File: src/rtl/wb_pkg.sv
// Shared widths, register-file constants and the write-back request type.
// No logic of its own; the helpers are pure combinational functions.
// Imported by the load FIFO and the write-back/scoreboard top level.
package wb_pkg;

    localparam int DATA_W   = 19;
    localparam int ADDR_W   = 4;
    localparam int NUM_REGS = 15;

    // r15 reads as PC+8; it has no storage, is never written and never busy
    localparam logic [ADDR_W-1:0] PC_REG = 4'hF;

    typedef struct packed {
        logic [ADDR_W-1:0] rd;
        logic [DATA_W-1:0] data;
    } wb_req_t;

    // Busy lookup that treats the PC alias as permanently ready
    function automatic logic reg_busy(input logic [NUM_REGS-1:0] busy,
                                      input logic [ADDR_W-1:0]   idx);
        logic res;
        res = 1'b0;
        if (idx != PC_REG) begin
            res = busy[idx];
        end
        return res;
    endfunction

    // One-hot register mask; the PC alias maps to an empty mask
    function automatic logic [NUM_REGS-1:0] reg_mask(input logic [ADDR_W-1:0] idx);
        logic [NUM_REGS-1:0] m;
        m = '0;
        if (idx != PC_REG) begin
            m[idx] = 1'b1;
        end
        return m;
    endfunction

endpackage

File: src/rtl/wb_fifo.sv
// Synchronous FIFO of write-back requests (load results awaiting the write port).
// Latency: a pushed entry is visible at the head in the cycle after the push.
// Backpressure: full_o is driven from the registered count, pushes while full are ignored.
module wb_fifo
    import wb_pkg::*;
#(
    parameter int DEPTH = 4
) (
    input  logic    clk,
    input  logic    rst,
    input  logic    push_i,
    input  logic    pop_i,
    input  wb_req_t wdata_i,
    output wb_req_t rdata_o,
    output logic    full_o,
    output logic    empty_o
);

    localparam int PW = $clog2(DEPTH);
    localparam int CW = PW + 1;

    wb_req_t       mem_q [DEPTH];
    logic [PW-1:0] wptr_q, wptr_d;
    logic [PW-1:0] rptr_q, rptr_d;
    logic [CW-1:0] count_q, count_d;
    logic          do_push;
    logic          do_pop;

    assign full_o  = (count_q == CW'(DEPTH));
    assign empty_o = (count_q == '0);
    assign rdata_o = mem_q[rptr_q];

    // Guard the handshakes locally so a careless caller cannot corrupt the count
    assign do_push = push_i && !full_o;
    assign do_pop  = pop_i && !empty_o;

    // Pointer and occupancy next state; pointers wrap naturally at DEPTH (power of two)
    always_comb begin
        wptr_d  = wptr_q;
        rptr_d  = rptr_q;
        count_d = count_q;
        if (do_push) begin
            wptr_d = wptr_q + PW'(1);
        end
        if (do_pop) begin
            rptr_d = rptr_q + PW'(1);
        end
        case ({do_push, do_pop})
            2'b10:   count_d = count_q + CW'(1);
            2'b01:   count_d = count_q - CW'(1);
            default: count_d = count_q;
        endcase
    end

    // Pointer/count state; reset discards anything buffered
    always_ff @(posedge clk or posedge rst) begin
        if (rst) begin
            wptr_q  <= '0;
            rptr_q  <= '0;
            count_q <= '0;
        end else begin
            wptr_q  <= wptr_d;
            rptr_q  <= rptr_d;
            count_q <= count_d;
        end
    end

    // Storage array carries no reset: occupancy alone says what is valid
    always_ff @(posedge clk) begin
        if (do_push) begin
            mem_q[wptr_q] <= wdata_i;
        end
    end

endmodule

File: src/rtl/wb_scoreboard.sv
// Write-back arbiter (ALU over buffered loads) with register busy scoreboard and decode stall.
// Latency: ALU result -> we3 next cycle; load -> we3 two cycles after acceptance when uncontested.
// Backpressure: ALU always accepted; loads flow-controlled by ld_ready (FIFO not full).
module wb_scoreboard #(
    parameter int DATA_W     = 19,
    parameter int ADDR_W     = 4,
    parameter int FIFO_DEPTH = 4
) (
    input  logic              clk,
    input  logic              reset,
    input  logic              iss_valid,
    input  logic              iss_wr,
    input  logic [ADDR_W-1:0] iss_rd,
    input  logic [ADDR_W-1:0] iss_ra1,
    input  logic [ADDR_W-1:0] iss_ra2,
    output logic              stall,
    output logic [14:0]       busy,
    input  logic              alu_valid,
    input  logic [ADDR_W-1:0] alu_rd,
    input  logic [DATA_W-1:0] alu_data,
    input  logic              ld_valid,
    output logic              ld_ready,
    input  logic [ADDR_W-1:0] ld_rd,
    input  logic [DATA_W-1:0] ld_data,
    output logic              we3,
    output logic [ADDR_W-1:0] wa3,
    output logic [DATA_W-1:0] wd3
);

    import wb_pkg::*;

    wb_req_t             ld_req;
    wb_req_t             fifo_head;
    logic                fifo_full;
    logic                fifo_empty;
    logic                fifo_push;
    logic                fifo_pop;

    wb_req_t             sel_req;
    logic                sel_vld;

    logic                we3_q, we3_d;
    logic [ADDR_W-1:0]   wa3_q, wa3_d;
    logic [DATA_W-1:0]   wd3_q, wd3_d;

    logic [NUM_REGS-1:0] busy_q, busy_d;
    logic [NUM_REGS-1:0] set_mask;
    logic [NUM_REGS-1:0] clr_mask;
    logic                iss_accept;

    // Load side: accept whenever there is room; nothing is taken while reset is held
    assign ld_ready   = !fifo_full && !reset;
    assign fifo_push  = ld_valid && ld_ready;
    assign ld_req.rd   = ld_rd;
    assign ld_req.data = ld_data;

    wb_fifo #(
        .DEPTH (FIFO_DEPTH)
    ) u_ld_fifo (
        .clk     (clk),
        .rst     (reset),
        .push_i  (fifo_push),
        .pop_i   (fifo_pop),
        .wdata_i (ld_req),
        .rdata_o (fifo_head),
        .full_o  (fifo_full),
        .empty_o (fifo_empty)
    );

    // Write-port arbitration: ALU has strict priority, otherwise drain one buffered load
    always_comb begin
        sel_vld  = 1'b0;
        sel_req  = '0;
        fifo_pop = 1'b0;
        if (alu_valid) begin
            sel_vld      = 1'b1;
            sel_req.rd   = alu_rd;
            sel_req.data = alu_data;
        end else if (!fifo_empty) begin
            sel_vld  = 1'b1;
            sel_req  = fifo_head;
            fifo_pop = 1'b1;
        end
    end

    // Output register next state; a PC-alias result is consumed but never written
    always_comb begin
        we3_d = sel_vld && (sel_req.rd != PC_REG);
        wa3_d = wa3_q;
        wd3_d = wd3_q;
        if (we3_d) begin
            wa3_d = sel_req.rd;
            wd3_d = sel_req.data;
        end
    end

    // Register-file write port, held stable for the whole write cycle
    always_ff @(posedge clk or posedge reset) begin
        if (reset) begin
            we3_q <= 1'b0;
            wa3_q <= '0;
            wd3_q <= '0;
        end else begin
            we3_q <= we3_d;
            wa3_q <= wa3_d;
            wd3_q <= wd3_d;
        end
    end

    assign we3 = we3_q;
    assign wa3 = wa3_q;
    assign wd3 = wd3_q;

    // Decode hazard check against pending writes (RAW on either source, WAW on dest)
    always_comb begin
        stall = iss_valid && (reg_busy(busy_q, iss_ra1) ||
                              reg_busy(busy_q, iss_ra2) ||
                              (iss_wr && reg_busy(busy_q, iss_rd)));
    end

    assign iss_accept = iss_valid && iss_wr && !stall;

    // Scoreboard next state: clear on the edge the write is registered, new issue wins a tie
    always_comb begin
        set_mask = iss_accept ? reg_mask(iss_rd) : '0;
        clr_mask = we3_d ? reg_mask(sel_req.rd) : '0;
        busy_d   = (busy_q & ~clr_mask) | set_mask;
    end

    // Pending-write flags; reset drops all outstanding destinations
    always_ff @(posedge clk or posedge reset) begin
        if (reset) begin
            busy_q <= '0;
        end else begin
            busy_q <= busy_d;
        end
    end

    assign busy = busy_q;

endmodule

File: config.mk
export PLATFORM = sky130hd
export DESIGN_NAME = wb_scoreboard
export DESIGN_NICKNAME = d
export VERILOG_FILES = /design/src/rtl/wb_pkg.sv /design/src/rtl/wb_fifo.sv /design/src/rtl/wb_scoreboard.sv
export SDC_FILE = /design/constraint.sdc
export NUM_CORES = 1
export LEC_CHECK = 0
export ABC_AREA = 1
export BUFFER_PORTS_ARGS = -buffer_cell sky130_fd_sc_hd__buf_4
export CORE_UTILIZATION = 60
export CTS_BUF_LIST = sky130_fd_sc_hd__clkbuf_16
export DETAILED_ROUTE_END_ITERATION = 7
export GPL_TIMING_DRIVEN = 0
export HOLD_SLACK_MARGIN = 0.08
export PLACE_DENSITY = 0.89
export SYNTH_ARGS = -nofsm -noshare
export SYNTH_HDL_FRONTEND = slang
export SYNTH_HIERARCHICAL = 1
export SYNTH_SLANG_ARGS = --single-unit
File: constraint.sdc
create_clock -name clk -period 4.75 [get_ports clk]
set_clock_uncertainty 0.2 [all_clocks]
set_input_delay 0 -clock clk [delete_from_list [all_inputs] [get_ports clk]]
set_output_delay 0 -clock clk [all_outputs]
set_load 0.01 [all_outputs]
==> run metrics, run 1 <==
status complete, no violations; Rows 37; Syn Nets 763; final instance area 9050 um^2; Worst Hold Slack 117.4 ps; grt ovf 0; Initial Util 0.6272; Design Power 5.288 mW; Post-synth EDFFs 92; post-CTS sizing 0; Post-Route WL 23,540 um; Period minus WS final 4177 ps; GR Util All Layers 0.4349; sequential area share after synthesis 0.5938; Mapped Cells 693; via count 6,624; Die ar. 11,410 um^2; DRC viols 0; syn avg cell area 9.511 um^2; Crit. Startpoint u_ld_fifo/rptr_q[0]$_DFFE_PP0P_; Max FO, Critical Path 10; Max Cap Viol 0; initial antenna violation count 1; first-pass GRT wire length 35,980 um; Setup CP Type flip-flop to flip-flop; count of cell types in the netlist 29; Startpoint Class flip-flop; Boundary Pins 105; Worst EP required 4840 ps; synthesized area 6591 um^2; postcts setup bufs 0; clock sink total 138; Max-slew headroom 0.4588; share of cells above drive strength 1 0.1886; vias in the first global route 6,651; GP Congestion 0.9404; Antenna Nets Post-Route 0; Seq cells post-synth 138; Synth top area share 0.4191; R2R depth 14; Hold Crit Class input pin to flip-flop; Die Span X 106.8 um; Synth area leaders edfxtp_1 42%, dfrtp_1 17%, nand2_1 11%; Fmax 239.4 MHz; DR WL/cell 22.44 um; asr flop ratio synth 0.3333; Detail Placement HPWL 11,870 um; via/cell ratio 6.315; setup_tns 0 ps; DRT iter0 DRCs 931; area grow syn2layout 37.30%; worst slew pin tran 810.6 ps; Clock Path Buffers 2; main flop type after synthesis edfxtp_1; worst setup path end busy[1]$_DFF_PP0_; Port Buffers 101; largest net degree at the start of global routing 40; Post-DP Area 7602 um^2; final hold violations 0; P_leak 4.214 nW; Power Dens Cells 584.3 nW/um^2; CTS Root Cell clkbuf_16; DRT Pass-1 Iters 6; top-count cell post-synth nand2_1; Max Slew Vio Count 0; DIE HEIGHT 106.8 um; clock insertion delay at the later pin of the skew report 430 ps; peak supply drop 403.9 uV; core area 10,510 um^2; Setup crit end kind flip-flop; Critical R2R Launch u_ld_fifo/rptr_q[0]$_DFFE_PP0P_; # setup viols final 0; r2r endpoint busy[1]$_DFF_PP0_; Ys Warns 6; Commonest cells post-synth 199 x nand2_1, 105 x inv_1, 92 x edfxtp_1, 49 x nor2_1; WP data arrival 4270 ps; fin util 0.8612; Final nets 969; H-tree depth 4; post-synth top area cell edfxtp_1; clock-pin transition on the worst setup and hold timing paths 60 ps; CTS tree yes; CTS Buf Count 17; RSZ-0062 raised after global routing false; flop-to-flop setup slack 570 ps; Tcrit/Tclk final 0.8795
placed cells by master (no fill, tap or decap), types with 2 or more instances in the layout:
cell / instances
ha_1: 5
edfxtp_1: 92
buf_6: 12
a21oi_1: 19
a21oi_2: 4
o211ai_1: 46
nand3b_1: 2
inv_1: 106
nand4_1: 16
a22oi_1: 19
buf_4: 104
nand2_2: 2
clkinvlp_4: 3
clkbuf_1: 7
dfrtp_1: 46
nand2_1: 199
buf_2: 8
o21ai_0: 17
nand3_1: 31
dlygate4sd3_1: 82
clkbuf_16: 17
buf_8: 3
inv_6: 4
nor2_1: 45
bufinv_16: 4
inv_2: 3
nor2_2: 5
logic make-up (layout without fill, tap and decap cells):
kind of cell / after synthesis / in the layout / share of synthesized area
compound gates: 108 / 108 / 0.1097
xor+xnor: 1 / 1 / 0.001329
fa+ha+maj: 6 / 6 / 0.01253
buf+inv: 138 / 357 / 0.09548
flops: 138 / 138 / 0.5938
other cells: 0 / 1 / 0
simple gates: 302 / 302 / 0.1872
power breakdown:
part | internal (mW) | switching [mW] | total [mW]
Sequential | 1.56 | 0.239 | 1.80
Combinational | 0.781 | 1.28 | 2.06
Clock | 0.881 | 0.550 | 1.43
Total | 3.22 | 2.07 | 5.29
through the flow:
stage | setup slack, ps | std cells
after floorplan | 2073 | 693
after global placement | 1245 | 930
after detailed placement | 1857 | 934
after CTS | 296.7 | 1049
after global routing | 427.4 | 1049
final | 572.6 | 1049
metal layers:
layer,vias up,share of wire,track usage
met5,-,0,0
met4,0,0.068,0.2955
met3,180,0.11,0.1033
met2,685,0.48,0.7272
met1,3045,0.34,0.4958
li1,2714,-,-
final cells by class:
cell class | count | area, um^2
multi-input combinational | 417 | 2058
fill | 421 | 1459
antenna | 1 | 2.502
clock buffer | 17 | 425.4
timing repair buffer | 187 | 1652
clock inverter | 15 | 198.9
sequential | 138 | 3914
inverter | 107 | 401.6
buffer | 31 | 227.7
tap | 136 | 170.2
worst min path at each step:
stage,start,end,depth (start not counted)
3_3_place_gp,reset,u_ld_fifo/wptr_q[1]$_DFFE_PP0P_,2
2_1_floorplan,reset,u_ld_fifo/count_q[0]$_DFFE_PP0P_,1
4_1_cts,alu_valid,wd3[2]$_DFFE_PP0P_,4
5_1_grt,ld_rd[1],u_ld_fifo/mem_q[2][20]$_DFFE_PP_,2
6_report,ld_data[10],u_ld_fifo/mem_q[3][10]$_DFFE_PP_,2
3_5_place_dp,reset,u_ld_fifo/wptr_q[1]$_DFFE_PP0P_,2
worst max-delay path, cell delays in order, from the launching register on:
cell,delay [ps]
dfrtp_1,430
inv_2,120
clkbuf_1,390
nand2_1,140
o211ai_1,120
nand2_1,100
nand2_1,130
nand2_2,100
dlygate4sd3_1,600
inv_1,140
nand2_1,150
o21ai_0,190
dlygate4sd3_1,580
nand2_1,80
dlygate4sd3_1,590
registers in the layout, summed over array words and instances, names as in the netlist:
signal             cells
busy                  15
u_ld_fifo/rptr_q       2
u_ld_fifo/mem_q       92
u_ld_fifo/count_q      3
wd3                   19
wa3                    4
u_ld_fifo/wptr_q       2
we3                    1
timing repair:
item | in CTS | in global routing
endpoints found under the setup margin | 0 | 2
hold buffers | 83 | 0
hold endpoints to repair | 178 | 0
No activity file was read; power rests on OpenSTA's default activity.
==> inputs of run 2 (changes only) <==
- SYNTH_HIERARCHICAL: 1 -> not set
==> run metrics, run 2 <==
status complete, no violations; worst hold start iss_ra2[3]; Critical-path top delay cell dlygate4sd3_1; CTS Root Cell clkbuf_16; Power Dens Cells 555.6 nW/um^2 (-4.9%); Tcrit/Tclk final 0.9298 (+0.05035); Final nets 952 (-1.8%); post-synth top area cell edfxtp_1; Antenna Nets Post-Route 0 (unchanged); via/cell ratio 6.144 (-2.7%); clock-pin transition on the worst setup and hold timing paths 60 ps (about the same); Post-synth EDFFs 92 (unchanged); Max Cap Viol 0 (unchanged); Min-Delay Path Depth 7 (+5); clock sink total 138 (unchanged); Largest stage delay, worst path 630 ps (+30 ps); largest net degree at the start of global routing 44 (+10%); post-CTS sizing 0 (unchanged); Largest register FFs 92 (unchanged); Detail Placement HPWL 12,120 um (+2.1%); core area 10,460 um^2 (-0.44%); Critical R2R Launch busy[13]$_DFF_PP0_; Max Slew Vio Count 0 (unchanged); Worst EP required 4910 ps (+70 ps); flop-to-flop setup slack 330 ps (-240 ps); initial antenna violation count 0 (-1); clock insertion delay at the later pin of the skew report 420 ps (about the same); grt ovf 0 (unchanged); final hold violations 0 (unchanged); Max-slew headroom 0.4519 (-0.006869); setup_tns 0 ps (unchanged); worst slew pin tran 821.2 ps (+10.60 ps); via count 6,334 (-4.4%); peak supply drop 336.4 uV (-17%); sequential area share after synthesis 0.5984 (+0.004657); Commonest cells post-synth 152 x nand2_1, 92 x edfxtp_1, 88 x nor2_1, 56 x nand3_1, 50 x inv_1; main flop type after synthesis edfxtp_1; Worst Hold End busy[5]$_DFF_PP0_; Post-Route WL 21,850 um (-7.2%); DRC viols 0 (unchanged); P_leak 3.954 nW (-6.2%); critical path depth 14 (unchanged); DRT Pass-1 Iters 7 (+1); # setup viols final 0 (unchanged); GR Util All Layers 0.4232 (-0.01175); Mapped Cells 678 (-2.2%); Design Power 4.973 mW (-6.0%); Setup crit end kind flip-flop; Max FO, Critical Path 6 (-4); Die Span X 106.4 um (-0.38%); RSZ-0062 raised after global routing false; Rows 37 (unchanged); Initial Util 0.6251 (-0.002128); DIE HEIGHT 106.4 um (-0.38%); Most flops, register u_ld_fifo.mem_q; CTS Buf Count 17 (unchanged); worst-path cell chain inv_1, nand2_1, nand3_1, nand3_1, nand3_1, dlygate4sd3_1, nand2_1, dlygate4sd3_1, nor2_4, dlygate4sd3_1, nand4_1, dlygate4sd3_1, nand2_1, dlygate4sd3_1; Port Buffers 100 (-0.99%); commonest non-fill, non-tap cell in the layout nand2_1; Startpoint Class flip-flop; DR WL/cell 21.19 um (-5.6%); Setup CP Type flip-flop to flip-flop; WP data arrival 4570 ps (+300 ps); Top Family by Delay on Critical Path buffers and inverters; Clock Path Buffers 2 (unchanged); syn avg cell area 9.646 um^2 (+1.4%); DRT iter0 DRCs 911 (-2.1%); CTS tree yes; Worst Path Buf+Inv 6 (unchanged); first-pass GRT wire length 35,040 um (-2.6%); Synth top area share 0.4224 (+0.003288); Hold Crit Class input pin to flip-flop; Die ar. 11,320 um^2 (-0.76%); Boundary Pins 105 (unchanged); most frequent cells in the layout 152 x nand2_1, 106 x buf_4, 92 x edfxtp_1; fin util 0.8554 (-0.005757); synthesized area 6540 um^2 (-0.78%); Worst path most repeated cell dlygate4sd3_1; Syn Nets 748 (-2.0%); Fmax 226.4 MHz (-5.4%); area grow syn2layout 36.85%; Ys Warns 0 (-6); diode count 0 (-1); H-tree depth 4 (unchanged); vias in the first global route 6,554 (-1.5%); asr flop ratio synth 0.3333 (unchanged); count of cell types in the netlist 33 (+14%); share of cells above drive strength 1 0.2101 (+0.02146); r2r endpoint busy[14]$_DFF_PP0_; top-count cell post-synth nand2_1; Synth area leaders edfxtp_1 42%, dfrtp_1 18%, nand2_1 8.7%; GP Congestion 0.8516 (-9.4%); Period minus WS final 4417 ps (+239.2 ps); R2R depth 14 (unchanged); Seq cells post-synth 138 (unchanged)
-- run 2: cell count changes in the layout (fill, tap and decap cells not counted), sizes merged, moves of 13 or more --
cell,delta
nand2,-22
a22o,+19
nor2,+40
o21ai,+49
inv,-53
o211ai,-43
a22oi,-19
a21oi,-13
nand3,+25
-- run 2: per-layer routing --
metal | global-route usage | up-vias | share of wire
met1 | 0.5040 | 2936 | 0.34
met4 | 0.2698 | 0 | 0.066
li1 | - | 2690 | -
met2 | 0.6888 | 540 | 0.49
met3 | 0.1036 | 168 | 0.11
met5 | 0 | - | 0
-- run 2: stage by stage --
step / instance area, um^2 / hold WS (ps) / std cells / setup slack [ps]
2_1_floorplan: 6540 / -148.6 / 678 / 2142
3_3_place_gp: 7461 / -2.735 / 914 / 1492
3_5_place_dp: 7576 / -297.5 / 919 / 2178
4_1_cts: 8950 / 83.07 / 1031 / 395.5
5_1_grt: 8950 / 125.1 / 1031 / 157.0
6_report: 8950 / 87.58 / 1031 / 333.4
-- run 2: cells by family after synthesis --
group,Yosys count,synth area share
buffers and inverters,86,0.06141
adders and majority gates,6,0.01263
and+or+nand+nor,343,0.2317
xor gates and xnor gates,4,0.005358
DFF,138,0.5984
AOI/OAI and AO/OA,101,0.09049
-- run 2: worst max path at each step --
stage / to / startpoint / slack (ps)
after floorplan: u_ld_fifo.mem_q[0][0]$_DFFE_PP_ / u_ld_fifo.count_q[1]$_DFFE_PP0P_ / 2140
after global placement: u_ld_fifo.mem_q[2][13]$_DFFE_PP_ / u_ld_fifo.count_q[1]$_DFFE_PP0P_ / 1490
after detailed placement: u_ld_fifo.count_q[2]$_DFFE_PP0P_ / u_ld_fifo.count_q[0]$_DFFE_PP0P_ / 2180
after CTS: busy[14]$_DFF_PP0_ / busy[13]$_DFF_PP0_ / 400
after global routing: busy[14]$_DFF_PP0_ / busy[13]$_DFF_PP0_ / 160
final: busy[14]$_DFF_PP0_ / busy[13]$_DFF_PP0_ / 330
-- run 2: what timing repair did --
item                                   4_1_cts  5_1_grt
endpoints found under the hold margin      178        0
setup buffers                                0        0
hold buffers                                80        0
-- run 2: layout make-up --
type	count	area, um^2
Buffer	32	193.9
Clock buffer	17	425.4
Clock inverter	15	147.6
Fill cell	496	1513
Inverter	54	207.7
Multi-Input combinational cell	454	2235
Sequential cell	138	3914
Tap cell	136	170.2
Timing Repair Buffer	185	1657
-- run 2: tightest hold or removal path, cell delays in order --
cell,delay [ps]
buf_4,90
nand3_1,70
nand2_1,140
nor2_4,70
buf_4,180
nand4_1,80
nand2_1,50
-- run 2: power breakdown --
group          leakage [nW]  internal, mW  switching, mW
Combinational          2.24         0.734           1.17
Sequential             1.41          1.55          0.218
Clock                 0.301         0.808          0.497
==> inputs of run 3 (changes only) <==
- MAX_ROUTING_LAYER: not set -> met4
==> run metrics, run 3 (synthesized netlist as in run 2, its figures left out) <==
status complete, no violations; Post-Route WL 20,650 um (-5.5%); CTS Buf Count 17 (unchanged); Worst Hold Slack 117.5 ps (+29.89 ps); clock insertion delay at the later pin of the skew report 430 ps (about the same); clock sink total 138 (unchanged); clock-pin transition on the worst setup and hold timing paths 60 ps (about the same); DRT Pass-1 Iters 7 (unchanged); H-tree depth 4 (unchanged); Initial Util 0.6251 (unchanged); Port Buffers 100 (unchanged); Fmax 293.9 MHz (+30%); largest net degree at the start of global routing 44 (unchanged); R2R depth 12 (-2); DRC viols 0 (unchanged); share of cells above drive strength 1 0.2136 (+0.003515); P_leak 3.930 nW (-0.59%); Min-Delay Path Depth 2 (-5); setup_tns 0 ps (unchanged); postcts setup bufs 0 (unchanged); Setup crit end kind flip-flop; grt ovf 0 (unchanged); Tcrit/Tclk final 0.7163 (-0.2135); CTS tree yes; DRT iter0 DRCs 793 (-13%); via count 6,228 (-1.7%); r2r endpoint busy[3]$_DFF_PP0_; Boundary Pins 105 (unchanged); dpl cells 919 (unchanged); Max Cap Viol 0 (unchanged); fin util 0.8570 (+0.001555); Max FO, Critical Path 5 (-1); Largest register FFs 92 (unchanged); DIE HEIGHT 106.4 um (unchanged); peak supply drop 330.1 uV (-1.9%); DR WL/cell 19.95 um (-5.8%); Non-Filler Instances 1,035 (+0.39%); Max Slew Vio Count 0 (unchanged); Fillers 491 (-1.0%); first-pass GRT wire length 32,270 um (-7.9%); final hold violations 0 (unchanged); final worst slack 1348 ps (+1014 ps); Worst EP required 4910 ps (about the same); register area 3914 um^2 (unchanged); Rows 37 (unchanged); via/cell ratio 6.017 (-2.1%); GP Congestion 0.8435 (-0.95%); Post-DP Area 7576 um^2 (unchanged); vias in the first global route 6,387 (-2.5%); core area 10,460 um^2 (unchanged); Hold Crit Class input pin to flip-flop; Setup CP Type flip-flop to flip-flop; Die ar. 11,320 um^2 (unchanged); area of the multi-input gates 2235 um^2 (unchanged); CTS Root Cell clkbuf_16; Period minus WS final 3402 ps (-1014 ps); Final nets 956 (+0.42%); RSZ-0062 raised after global routing false; WP data arrival 3560 ps (-1010 ps); Clock Path Buffers 2 (unchanged); Detail Placement HPWL 11,940 um (-1.5%); Design Power 4.891 mW (-1.7%); area grow syn2layout 37.10%; Antenna Nets Post-Route 0 (unchanged); flop-to-flop setup slack 1350 ps (+1010 ps); GR Util All Layers 0.3960 (-0.02713); worst slew pin tran 944.4 ps (+123.1 ps); Die Span X 106.4 um (unchanged); # setup viols final 0 (unchanged); Startpoint Class flip-flop; Power Dens Cells 545.5 nW/um^2 (-1.8%); Critical R2R Launch busy[3]$_DFF_PP0_; initial antenna violation count 0 (unchanged); final instance area 8966 um^2 (+0.18%); diode count 0 (unchanged); Max-slew headroom 0.3697 (-0.08218); dpl ws 2167 ps (-10.99 ps); Worst Hold End u_ld_fifo.mem_q[3][1]$_DFFE_PP_; worst hold start ld_data[1]; Most flops, register u_ld_fifo.mem_q; commonest non-fill, non-tap cell in the layout nand2_1; most frequent cells in the layout 152 x nand2_1, 106 x buf_4, 92 x edfxtp_1
==> run 3: cell count changes in the layout (fill, tap and decap cells not counted) <==
cell	change
inv_6	+2
bufinv_16	-2
clkinv_1	+2
inv_8	+1
inv_1	-6
dlygate4sd3_1	+4
clkinvlp_4	+3
==> run 3: what timing repair did <==
action                    4_1_cts  5_1_grt
hold buffers                   84        0
hold endpoints to repair      179        0
resized for setup               0        0
==> run 3: final cells by class <==
cell class,instances,share of cell area
Tap cell,136,0.01898
Multi-Input combinational cell,454,0.2492
Clock buffer,17,0.04745
Inverter,54,0.02316
Sequential cell,138,0.4365
Buffer,32,0.02163
Timing Repair Buffer,189,0.1892
Clock inverter,15,0.01382
==> run 3: critical path: stages (launching register included) <==
cell and delay [ps]:
dfrtp_1 480, nand2_1 110, nand2_1 60, nand2_1 70, nand2_1 60, nand2_1 50
nand2_1 60, o21ai_2 190, dlygate4sd3_1 700, nand4_1 130, dlygate4sd3_1 620, nand2_1 70
dlygate4sd3_1 540
==> run 3: metal layers <==
layer	share of wire	up-vias	global-route usage	routed length, um
met2	0.49	519	0.6294	10050
met4	0.056	0	0.2520	1149
met1	0.34	2885	0.4477	7083
li1	-	2696	-	-
met5	0	-	-	0
met3	0.11	128	0.1012	2366
==> run 3: where the power goes <==
| group | switching, mW | internal [mW] |
|---|---|---|
| combinational | 1.14 | 0.747 |
| sequential | 0.210 | 1.55 |
| clock | 0.533 | 0.717 |
| total | 1.88 | 3.01 |
==> run 3: how the worst max path moves through the flow <==
stage	start	endpoint	slack [ps]	cells after the start
floorplan	u_ld_fifo.count_q[1]$_DFFE_PP0P_	u_ld_fifo.mem_q[0][0]$_DFFE_PP_	2140	4
global placement	u_ld_fifo.count_q[1]$_DFFE_PP0P_	u_ld_fifo.mem_q[3][10]$_DFFE_PP_	1520	4
detailed placement	u_ld_fifo.count_q[2]$_DFFE_PP0P_	u_ld_fifo.count_q[2]$_DFFE_PP0P_	2170	9
CTS	busy[3]$_DFF_PP0_	busy[3]$_DFF_PP0_	1480	12
global route	busy[4]$_DFF_PP0_	busy[0]$_DFF_PP0_	1250	12
finish	busy[3]$_DFF_PP0_	busy[3]$_DFF_PP0_	1350	12
